[src/rtl/insight_snap_pkg.sv]
// Shared types and constants for the register-file snapshot sequencer.
package insight_snap_pkg;

  typedef enum logic [1:0] {
    IDLE   = 2'd0,
    ARM    = 2'd1,
    STREAM = 2'd2
  } snap_state_e;

  localparam logic [4:0] HDR_IDX  = 5'd0;
  localparam logic [4:0] LAST_IDX = 5'd31;

  localparam int SEQ_W  = 16;
  localparam int DROP_W = 16;

endpackage

[src/rtl/insight_regfile_snapshot_ctrl_if.sv]
// Beat stream port of the snapshot sequencer: valid/ready with index, payload and last flag.
interface insight_regfile_snapshot_ctrl_if #(
  parameter int XLEN = 32
) ();

  logic            out_valid;
  logic            out_ready;
  logic [4:0]      out_idx;
  logic [XLEN-1:0] out_data;
  logic            out_last;

  modport master (
    output out_valid,
    output out_idx,
    output out_data,
    output out_last,
    input  out_ready
  );

  modport slave (
    input  out_valid,
    input  out_idx,
    input  out_data,
    input  out_last,
    output out_ready
  );

endinterface

[src/rtl/insight_snap_shadow.sv]
// Shadow copy of the tapped register file; loaded in parallel on capture, read by beat index.
module insight_snap_shadow #(
  parameter int XLEN  = 32,
  parameter int NREGS = 31
) (
  input  logic                  clock,
  input  logic                  reset_n,
  input  logic                  capture_i,
  input  logic [NREGS*XLEN-1:0] regs_i,
  input  logic [4:0]            idx_i,
  output logic [XLEN-1:0]       data_o
);

  logic [NREGS*XLEN-1:0] buf_q;

  always_ff @(posedge clock or negedge reset_n) begin
    if (!reset_n) begin
      buf_q <= '0;
    end else if (capture_i) begin
      buf_q <= regs_i;
    end
  end

  // idx 0 is the header slot and has no shadow entry
  always_comb begin
    data_o = '0;
    for (int k = 1; k <= NREGS; k++) begin
      if (idx_i == 5'(k)) data_o = buf_q[(k-1)*XLEN +: XLEN];
    end
  end

endmodule

[src/rtl/insight_regfile_snapshot_ctrl.sv]
// Freezes the x1..x31 taps on request and streams a header plus 31 register beats.
module insight_regfile_snapshot_ctrl
  import insight_snap_pkg::*;
#(
  parameter int XLEN  = 32,
  parameter int NREGS = 31
) (
  input  logic                  clock,
  input  logic                  reset_n,
  input  logic [NREGS*XLEN-1:0] regs_in,
  input  logic                  quiesce,
  input  logic                  snap_req,
  output logic                  busy,
  insight_regfile_snapshot_ctrl_if.master out_if
);

  snap_state_e       state_q, state_d;
  logic [4:0]        ptr_q, ptr_d;
  logic [4:0]        rd_idx;
  logic              vld_q, vld_d;
  logic              last_q, last_d;
  logic [XLEN-1:0]   data_q, data_d;
  logic [XLEN-1:0]   shadow_data;
  logic [SEQ_W-1:0]  seq_q, seq_d;
  logic [DROP_W-1:0] drop_q, drop_d;
  logic              capture;
  logic              hs;
  logic              drop_evt;

  assign rd_idx = ptr_q + 5'd1;

  insight_snap_shadow #(
    .XLEN  (XLEN),
    .NREGS (NREGS)
  ) u_shadow (
    .clock     (clock),
    .reset_n   (reset_n),
    .capture_i (capture),
    .regs_i    (regs_in),
    .idx_i     (rd_idx),
    .data_o    (shadow_data)
  );

  always_comb begin
    state_d  = state_q;
    ptr_d    = ptr_q;
    vld_d    = vld_q;
    last_d   = last_q;
    data_d   = data_q;
    seq_d    = seq_q;
    drop_d   = drop_q;
    capture  = 1'b0;
    hs       = vld_q & out_if.out_ready;
    drop_evt = snap_req && (state_q != IDLE);

    if (drop_evt && (drop_q != {DROP_W{1'b1}})) drop_d = drop_q + DROP_W'(1);

    case (state_q)
      IDLE: begin
        if (snap_req) begin
          state_d = quiesce ? STREAM : ARM;
          capture = quiesce;
        end
      end
      ARM: begin
        if (quiesce) begin
          state_d = STREAM;
          capture = 1'b1;
        end
      end
      STREAM: begin
        if (hs) begin
          // header acceptance closes the drop window; a same-cycle drop opens the next one
          if (ptr_q == HDR_IDX) begin
            seq_d  = seq_q + SEQ_W'(1);
            drop_d = drop_evt ? DROP_W'(1) : '0;
          end
          if (ptr_q == LAST_IDX) begin
            state_d = IDLE;
            vld_d   = 1'b0;
            ptr_d   = HDR_IDX;
            last_d  = 1'b0;
            data_d  = '0;
          end else begin
            ptr_d  = rd_idx;
            data_d = shadow_data;
            last_d = (rd_idx == LAST_IDX);
          end
        end
      end
      default: state_d = IDLE;
    endcase

    // header is latched at capture so it stays stable while the sink stalls
    if (capture) begin
      vld_d  = 1'b1;
      ptr_d  = HDR_IDX;
      last_d = 1'b0;
      data_d = XLEN'({seq_q, drop_d});
    end
  end

  always_ff @(posedge clock or negedge reset_n) begin
    if (!reset_n) begin
      state_q <= IDLE;
      ptr_q   <= HDR_IDX;
      vld_q   <= 1'b0;
      last_q  <= 1'b0;
      data_q  <= '0;
      seq_q   <= '0;
      drop_q  <= '0;
    end else begin
      state_q <= state_d;
      ptr_q   <= ptr_d;
      vld_q   <= vld_d;
      last_q  <= last_d;
      data_q  <= data_d;
      seq_q   <= seq_d;
      drop_q  <= drop_d;
    end
  end

  assign busy             = (state_q != IDLE);
  assign out_if.out_valid = vld_q;
  assign out_if.out_idx   = ptr_q;
  assign out_if.out_data  = data_q;
  assign out_if.out_last  = last_q;

endmodule

[src/flat_wrapper.sv]
// flat-port wrapper written by rule: the top's interface ports become plain ports
module insight_regfile_snapshot_ctrl_flat import insight_snap_pkg::*;
#(
  parameter int XLEN  = 32,
  parameter int NREGS = 31
)
  (clock, reset_n, regs_in, quiesce, snap_req, busy, out_if_out_valid, out_if_out_idx, out_if_out_data, out_if_out_last, out_if_out_ready);
  insight_regfile_snapshot_ctrl_if #(.XLEN(XLEN)) out_if_i ();
  input  logic clock;
  input  logic reset_n;
  input  logic [NREGS*XLEN-1:0] regs_in;
  input  logic quiesce;
  input  logic snap_req;
  output logic busy;
  output wire logic [$bits(out_if_i.out_valid)-1:0] out_if_out_valid;
  output wire logic [$bits(out_if_i.out_idx)-1:0] out_if_out_idx;
  output wire logic [$bits(out_if_i.out_data)-1:0] out_if_out_data;
  output wire logic [$bits(out_if_i.out_last)-1:0] out_if_out_last;
  input wire logic [$bits(out_if_i.out_ready)-1:0] out_if_out_ready;
  assign out_if_out_valid = out_if_i.out_valid;
  assign out_if_out_idx = out_if_i.out_idx;
  assign out_if_out_data = out_if_i.out_data;
  assign out_if_out_last = out_if_i.out_last;
  assign out_if_i.out_ready = out_if_out_ready;
  insight_regfile_snapshot_ctrl #(.XLEN(XLEN), .NREGS(NREGS)) u_core (.clock(clock), .reset_n(reset_n), .regs_in(regs_in), .quiesce(quiesce), .snap_req(snap_req), .busy(busy), .out_if(out_if_i));
endmodule
[config.mk]
export PLATFORM = sky130hd
export DESIGN_NAME = insight_regfile_snapshot_ctrl_flat
export DESIGN_NICKNAME = d
export VERILOG_FILES = /design/src/rtl/insight_snap_pkg.sv /design/src/rtl/insight_regfile_snapshot_ctrl_if.sv /design/src/rtl/insight_snap_shadow.sv /design/src/rtl/insight_regfile_snapshot_ctrl.sv /design/src/flat_wrapper.sv
export SDC_FILE = /design/constraint.sdc
export NUM_CORES = 2
export LEC_CHECK = 0
export ABC_AREA = 1
export BUFFER_PORTS_ARGS = -buffer_cell sky130_fd_sc_hd__buf_2
export CAP_MARGIN = 5
export CORE_AREA = 4 4 398 400
export DETAILED_ROUTE_END_ITERATION = 8
export DIE_AREA = 0 0 402 404
export HOLD_SLACK_MARGIN = 0.1
export PLACE_DENSITY = 0.53
export SETUP_SLACK_MARGIN = 0.15
export SYNTH_ARGS = -nofsm -noshare
export SYNTH_HDL_FRONTEND = slang
export SYNTH_HIERARCHICAL = 1
export SYNTH_SLANG_ARGS = --single-unit
[constraint.sdc]
create_clock -name clock -period 3.06 [get_ports clock]
set_clock_uncertainty 0.05 [all_clocks]
set_input_delay 0.459 -clock clock [delete_from_list [all_inputs] [get_ports clock]]
set_output_delay 0.459 -clock clock [all_outputs]
set_load 0.02 [all_outputs]
=== Yosys cells after proc, flatten, opt, wreduce, memory -nomap -nowiden ===
Index checks and enable logic that the tools add are counted.

* Word-level logic and storage cells: 124
* Bits in registers: 1065

* Equal/unequal tests: 39
* Bitwise operators: 1
* Mux-type cells: 61
* Reduce and logical (&&, ||, !) cells: 12
* $add $sub $neg: 3

{| class="wikitable"
|+ Operators with widths
! cell !! number
|-
| $mux 32 || 35
|-
| $eq 5x5->1 const B || 17
|-
| $mux 16 || 4
|-
| $eq 5x4->1 const B || 8
|-
| $add 16x1->16 const B || 2
|-
| $eq 5x3->1 const B || 4
|-
| $mux 5 || 4
|-
| $ne 16x16->1 const B || 1
|-
| $mux 1 || 11
|-
| $eq 5x2->1 const B || 2
|-
| $mux 2 || 5
|-
| $reduce_bool 2->1 || 4
|-
| $pmux 2 s3 || 1
|-
| $reduce_and 3->1 || 2
|-
| $add 5x1->5 const B || 1
|-
| $eq 5x1->1 const B || 1
|-
| $logic_not 5->1 || 1
|-
| $ne 2x1->1 const B || 2
|-
| $ne 2x2->1 const B || 2
|-
| $reduce_and 4->1 || 1
|-
| $eq 2x1->1 const B || 1
|-
| $eq 2x2->1 const B || 1
|-
| $logic_and 1x1->1 || 2
|-
| $logic_not 2->1 || 1
|-
| 3 further kinds || 3
|}

=== Logic depth before layout (Yosys ltp) ===
* Depth in word-level cells: 37
* Gate-level depth with buffers: 27
* Depth with buffers taken out: 27

=== Hierarchy ===
Netlist, hierarchy kept.

{| class="wikitable"
|+ By module, submodules not included
! module !! cells an instance !! area an instance (um2) !! instances
|-
| insight_snap_shadow || 4351 || 44146.1 || 1
|-
| insight_regfile_snapshot_ctrl || 457 || 3771.1 || 1
|}

=== Worst setup path before layout ===
No wires, ideal clock.

* Path type: register to register
* Start point: register u_core.ptr_q[0], in the netlist u_core/out_if.out_idx[0]
* End point: register u_core.data_q[9], in the netlist u_core/out_if.out_data[9]
* Cell stages (with the launch flop): 20
* Buffers on the path: 3
* Arrival time: 3.112 ns
* Clock period less this slack: 3.281 ns
* Required time: 2.891 ns
* Setup slack: -0.221 ns
* Cells stage by stage: dfrtp_1 > ha_1 > nand2_1 > nor2_1 > ha_1 > inv_2 > buf_2 > buf_2 > nor3_2 > clkbuf_1 > nand2_1 > nand2_1 > nand4_1 > nor3_1 > nand4_1 > nor2_1 > nand4_1 > a22o_1 > inv_1 > nand2_1

* Word-level cells in the longest chain between the ends: 37

{| class="wikitable"
|+ Ends and longest elaborated chain
! element !! line !! RTL
|-
| start: declaration || insight_regfile_snapshot_ctrl.sv:18 || <nowiki>logic [4:0] ptr_q, ptr_d;</nowiki>
|-
| start signal: assignment || insight_regfile_snapshot_ctrl.sv:114 || <nowiki>ptr_q <= ptr_d;</nowiki>
|-
| $add 5x1->5 (*) || insight_regfile_snapshot_ctrl.sv:30 || <nowiki>assign rd_idx = ptr_q + 5'd1;</nowiki>
|-
| named net u_core.rd_idx[4] || insight_regfile_snapshot_ctrl.sv:19 || <nowiki>logic [4:0] rd_idx;</nowiki>
|-
| $eq 5x1->1 || insight_snap_shadow.sv:28 || <nowiki>if (idx_i == 5'(k)) data_o = buf_q[(k-1)*XLEN +: XLEN];</nowiki>
|-
| $mux 32 (30 in a row) || insight_snap_shadow.sv:28 ||
|-
| $mux 32 (*) || insight_snap_shadow.sv:28 ||
|-
| named net u_core.shadow_data[9] || insight_regfile_snapshot_ctrl.sv:23 || <nowiki>logic [XLEN-1:0] shadow_data;</nowiki>
|-
| $mux 32 (*) || insight_regfile_snapshot_ctrl.sv:78 || <nowiki>if (ptr_q == LAST_IDX) begin</nowiki>
|-
| $mux 32 (*) || insight_regfile_snapshot_ctrl.sv:72 || <nowiki>if (hs) begin</nowiki>
|-
| $mux 32 (*) || insight_regfile_snapshot_ctrl.sv:58 || <nowiki>case (state_q)</nowiki>
|-
| $mux 32 (*) || insight_regfile_snapshot_ctrl.sv:95 || <nowiki>if (capture) begin</nowiki>
|-
| end signal: assignment || insight_regfile_snapshot_ctrl.sv:117 || <nowiki>data_q <= data_d;</nowiki>
|-
| end: declaration || insight_regfile_snapshot_ctrl.sv:22 || <nowiki>logic [XLEN-1:0] data_q, data_d;</nowiki>
|}

The timed path passes the listed nets; every way through them passes the cells marked *. The select of a mux whose other input is x is not followed.
A chain may end at the register's enable or synchronous reset.

=== Worst setup path in the final report ===
* Start point: register u_core.ptr_q[1], in the netlist u_core/out_if.out_idx[1]
* End point: register u_core.data_q[8], in the netlist u_core/out_if.out_data[8]

The elaborated chain is that of the path after synthesis.

==> reports/results.txt <==
CTS tree = done
Wire per inst = 24.5 um
Syn avg cell area = 9.97 um^2
Final wirelength = 230000 um
Slew Viols, Final = 0
Worst-path clk slew = 0.07 ns
Num CTS Buffers = 119
Synth area leader = dfrtp_1
Slew @ Worst Pin = 0.782 ns
Via count = 46100
Peak supply drop = 0.650 mV
Main combinational cell family by area after synthesis = simple AND/OR/NAND/NOR gates
Initial antenna violation count = 47
Critical path's slowest cell = dfrtp_2
Min-Delay Path Class = in -> async
Die Ht = 404 um
Final setup vio count = 32
Antenna Violating Nets Remaining = 0
Clock Tree Root = clkbuf_16
Final WS setup = -1.93 ns
Leakage power = 34.0 nW
Ports = 1037
Total of max-cap violations = 0
Synth Area in Adders = 0.157%
Dpl hpwl = 173000 um
# placed instances = 8104
Die area = 0.162 mm^2
CP peak stage delay = 0.44 ns
Mux cell area share after synthesis = 17.0%
Initial DRC count = 4089
RSZ-0062 raised after global routing = true
Placement Setup Slack = -2.39 ns
Total GRT Usage = 27.6%
IO Port Bufs = 1036
Most common cell in the netlist = nand2_1
Row cnt = 145
XOR/XNOR Fraction of Synth Area = 0.420%
Fin crit share = 163%
Critical Path RT = 3.59 ns
Max Freq = 0.200 GHz
Sequential element share of the synthesized area = 55.6%
Tmin final = 4.99 ns
Fin cells = 9384
Most frequent cells after synthesis = nand2_1, dfrtp_1, mux2_2
Layout cell share with drive strength beyond 1 = 36.6%
H-tree depth = 3
Violated checks = negative setup slack
Simple-gate share of the synthesized area = 17.5%
Total power = 75.5 mW
# fillers = 14200
Core area = 0.155 mm^2
Synth top area cells = dfrtp_1, mux2_2, nand2_1
Data arrival time of the critical path = 5.52 ns
Cell count after synthesis = 4808
Most frequent CP cell = nand2_1
Yosys Warn Count = 6
Synth Cell Area = 0.0479 mm^2
Largest net degree at the start of global routing = 101
Area growth syn-to-layout = 55.4%
Nature of the critical path startpoint = flip-flop
Gr ovfl total = 0
Synth Register Bits = 1065
Asr flop ratio synth = 100%
Detailed Routing Iterations Pass 1 = 8
Maximum fanout along the worst path = 8
Compound-Gate Fraction of Synth Area = 4.14%
Die width = 402 um
Clk sinks = 1065
Longest Clk Path Bufs = 3
Drt drc = 0
Placed inst area = 0.0590 mm^2
Synth top area share = 55.6%
EDFF count, synth = 0
Syn Nets = 5811
Final Net Count = 8193
Vias in the first global route = 48300
RePlAce Congestion = 0.919
Pwr/cell area = 1010 mW/mm^2
Final instance area = 0.0745 mm^2
Final hold violations = 0
CP Class = reg -> reg
Ys flop type = dfrtp_1
Headroom to the max-slew limit = 47.8%
Vias per cell = 4.92
Outcome = complete, but fails checks
First-pass GRT wire length = 329000 um
Synth unique cells = 37
Clk Latency, worst-skew pair = 0.77 ns
Crit end category = flip-flop
Initial Utilization = 30.9%
[cell usage in the layout (no fill, tap or decap), types with 7 or more instances in the layout]
cell type / Yosys / final
nor2_4: 1 / 34
clkbuf_16: 0 / 120
o211ai_1: 13 / 13
o21ai_0: 308 / 306
diode_2: 0 / 31
buf_2: 23 / 1036
dlygate4sd3_1: 0 / 996
buf_4: 8 / 362
nand2_1: 1168 / 1122
nor3_2: 2 / 9
clkinv_2: 1 / 26
nand2_2: 3 / 42
xor2_1: 20 / 18
a22o_1: 10 / 10
clkbuf_8: 0 / 42
nor3_1: 21 / 12
inv_2: 7 / 7
buf_6: 4 / 54
nand3_1: 61 / 34
nand4_1: 302 / 302
nand3_2: 0 / 19
buf_12: 0 / 64
dfrtp_1: 1065 / 1062
clkbuf_1: 213 / 21
and3_1: 9 / 9
nand3_4: 0 / 8
nor2_1: 391 / 294
inv_1: 371 / 369
nor2_2: 14 / 78
a21oi_1: 33 / 33
mux2_2: 722 / 722
[routing by layer]
| layer | share of wire (%) | vias to the layer above | global-route usage, % |
|---|---|---|---|
| met2 | 47 | 2049 | 44.9 |
| li1 | - | 20700 | - |
| met4 | 7.1 | 22 | 17.1 |
| met3 | 5.7 | 682 | 4.62 |
| met1 | 40 | 22600 | 34.4 |
| met5 | 0.056 | - | 0 |
[power breakdown]
group | switching, mW | leakage [nW] | total (mW) | internal, mW
sequential | 4.07 | 12.8 | 25.1 | 21.0
combinational | 20.0 | 19.1 | 35.3 | 15.3
clock | 6.33 | 2.08 | 15.1 | 8.78
[flip-flops by register name, indices dropped and copies added (netlist names)]
signal                   cells
u_core/u_shadow/buf_q      992
u_core/out_if.out_data      32
u_core/drop_q               16
u_core/seq_q                16
u_core/out_if.out_idx        5
u_core/state_q               2
u_core/out_if.out_last       1
u_core/out_if.out_valid      1
[layout make-up]
cell class	count	area [um^2]	share of cell area, %
clock buffer	183	3660	4.91
timing repair buffer	2518	19900	26.7
antenna	31	77.6	0.104
multi-input combinational	3103	19600	26.4
inverter	383	1450	1.94
tap	2058	2570	3.46
sequential	1065	26700	35.8
clock inverter	43	517	0.694
[critical path: cells and delay by family, from the launching register on]
kind	cells	cell delay [ns]
fa+ha+maj	2	0.51
buf+inv	7	0.80
flops	1	0.44
simple gates	23	2.98
[final timing paths]
check	from	to	slack, ns	cells after the start
setup / recovery	u_core/out_if.out_idx[1]	u_core/out_if.out_data[8]	-1.93	32
hold / removal	reset_n	u_core/u_shadow/buf_q[0]	0.27	2
setup reg to reg	u_core/out_if.out_idx[1]	u_core/out_if.out_data[8]	-1.93	32
hold reg to reg	u_core/out_if.out_data[22]	u_core/out_if.out_data[22]	0.45	2
max in group asynchronous	reset_n	u_core/u_shadow/buf_q[620]	1.62	3
min in group clock	snap_req	u_core/drop_q[0]	0.31	6
[metrics by stage]
step | TNS [ns] | hold WS [ns] | util (%)
3_3_place_gp | -56.95 | 0.404 | 38.0
6_report | -51.94 | 0.271 | 48.0
4_1_cts | -52.76 | 0.221 | 47.9
5_1_grt | -58.71 | 0.246 | 47.9
3_5_place_dp | -59.02 | 0.417 | 38.0
2_1_floorplan | -0.0526 | 0.113 | -
[kinds of logic (layout without fill, tap and decap cells)]
family          count (synthesis)  after routing
compound gates                376            376
xor+xnor                       23             23
fa+ha+maj                       6              6
buf+inv                       640           3127
flops                        1065           1065
mux                           722            722
other cells                     0             31
simple gates                 1976           1976
[repair_timing]
item | 4_1_cts | 5_1_grt
setup buffers | 23 | 0
endpoints found under the setup margin | 32 | 32
gates resized for setup | 261 | 14
hold endpoints to repair | 1054 | 0
pin swaps | 145 | 100
cloned | 4 | 0
hold buffers | 996 | 0
Power figures use the tool's default switching activity.
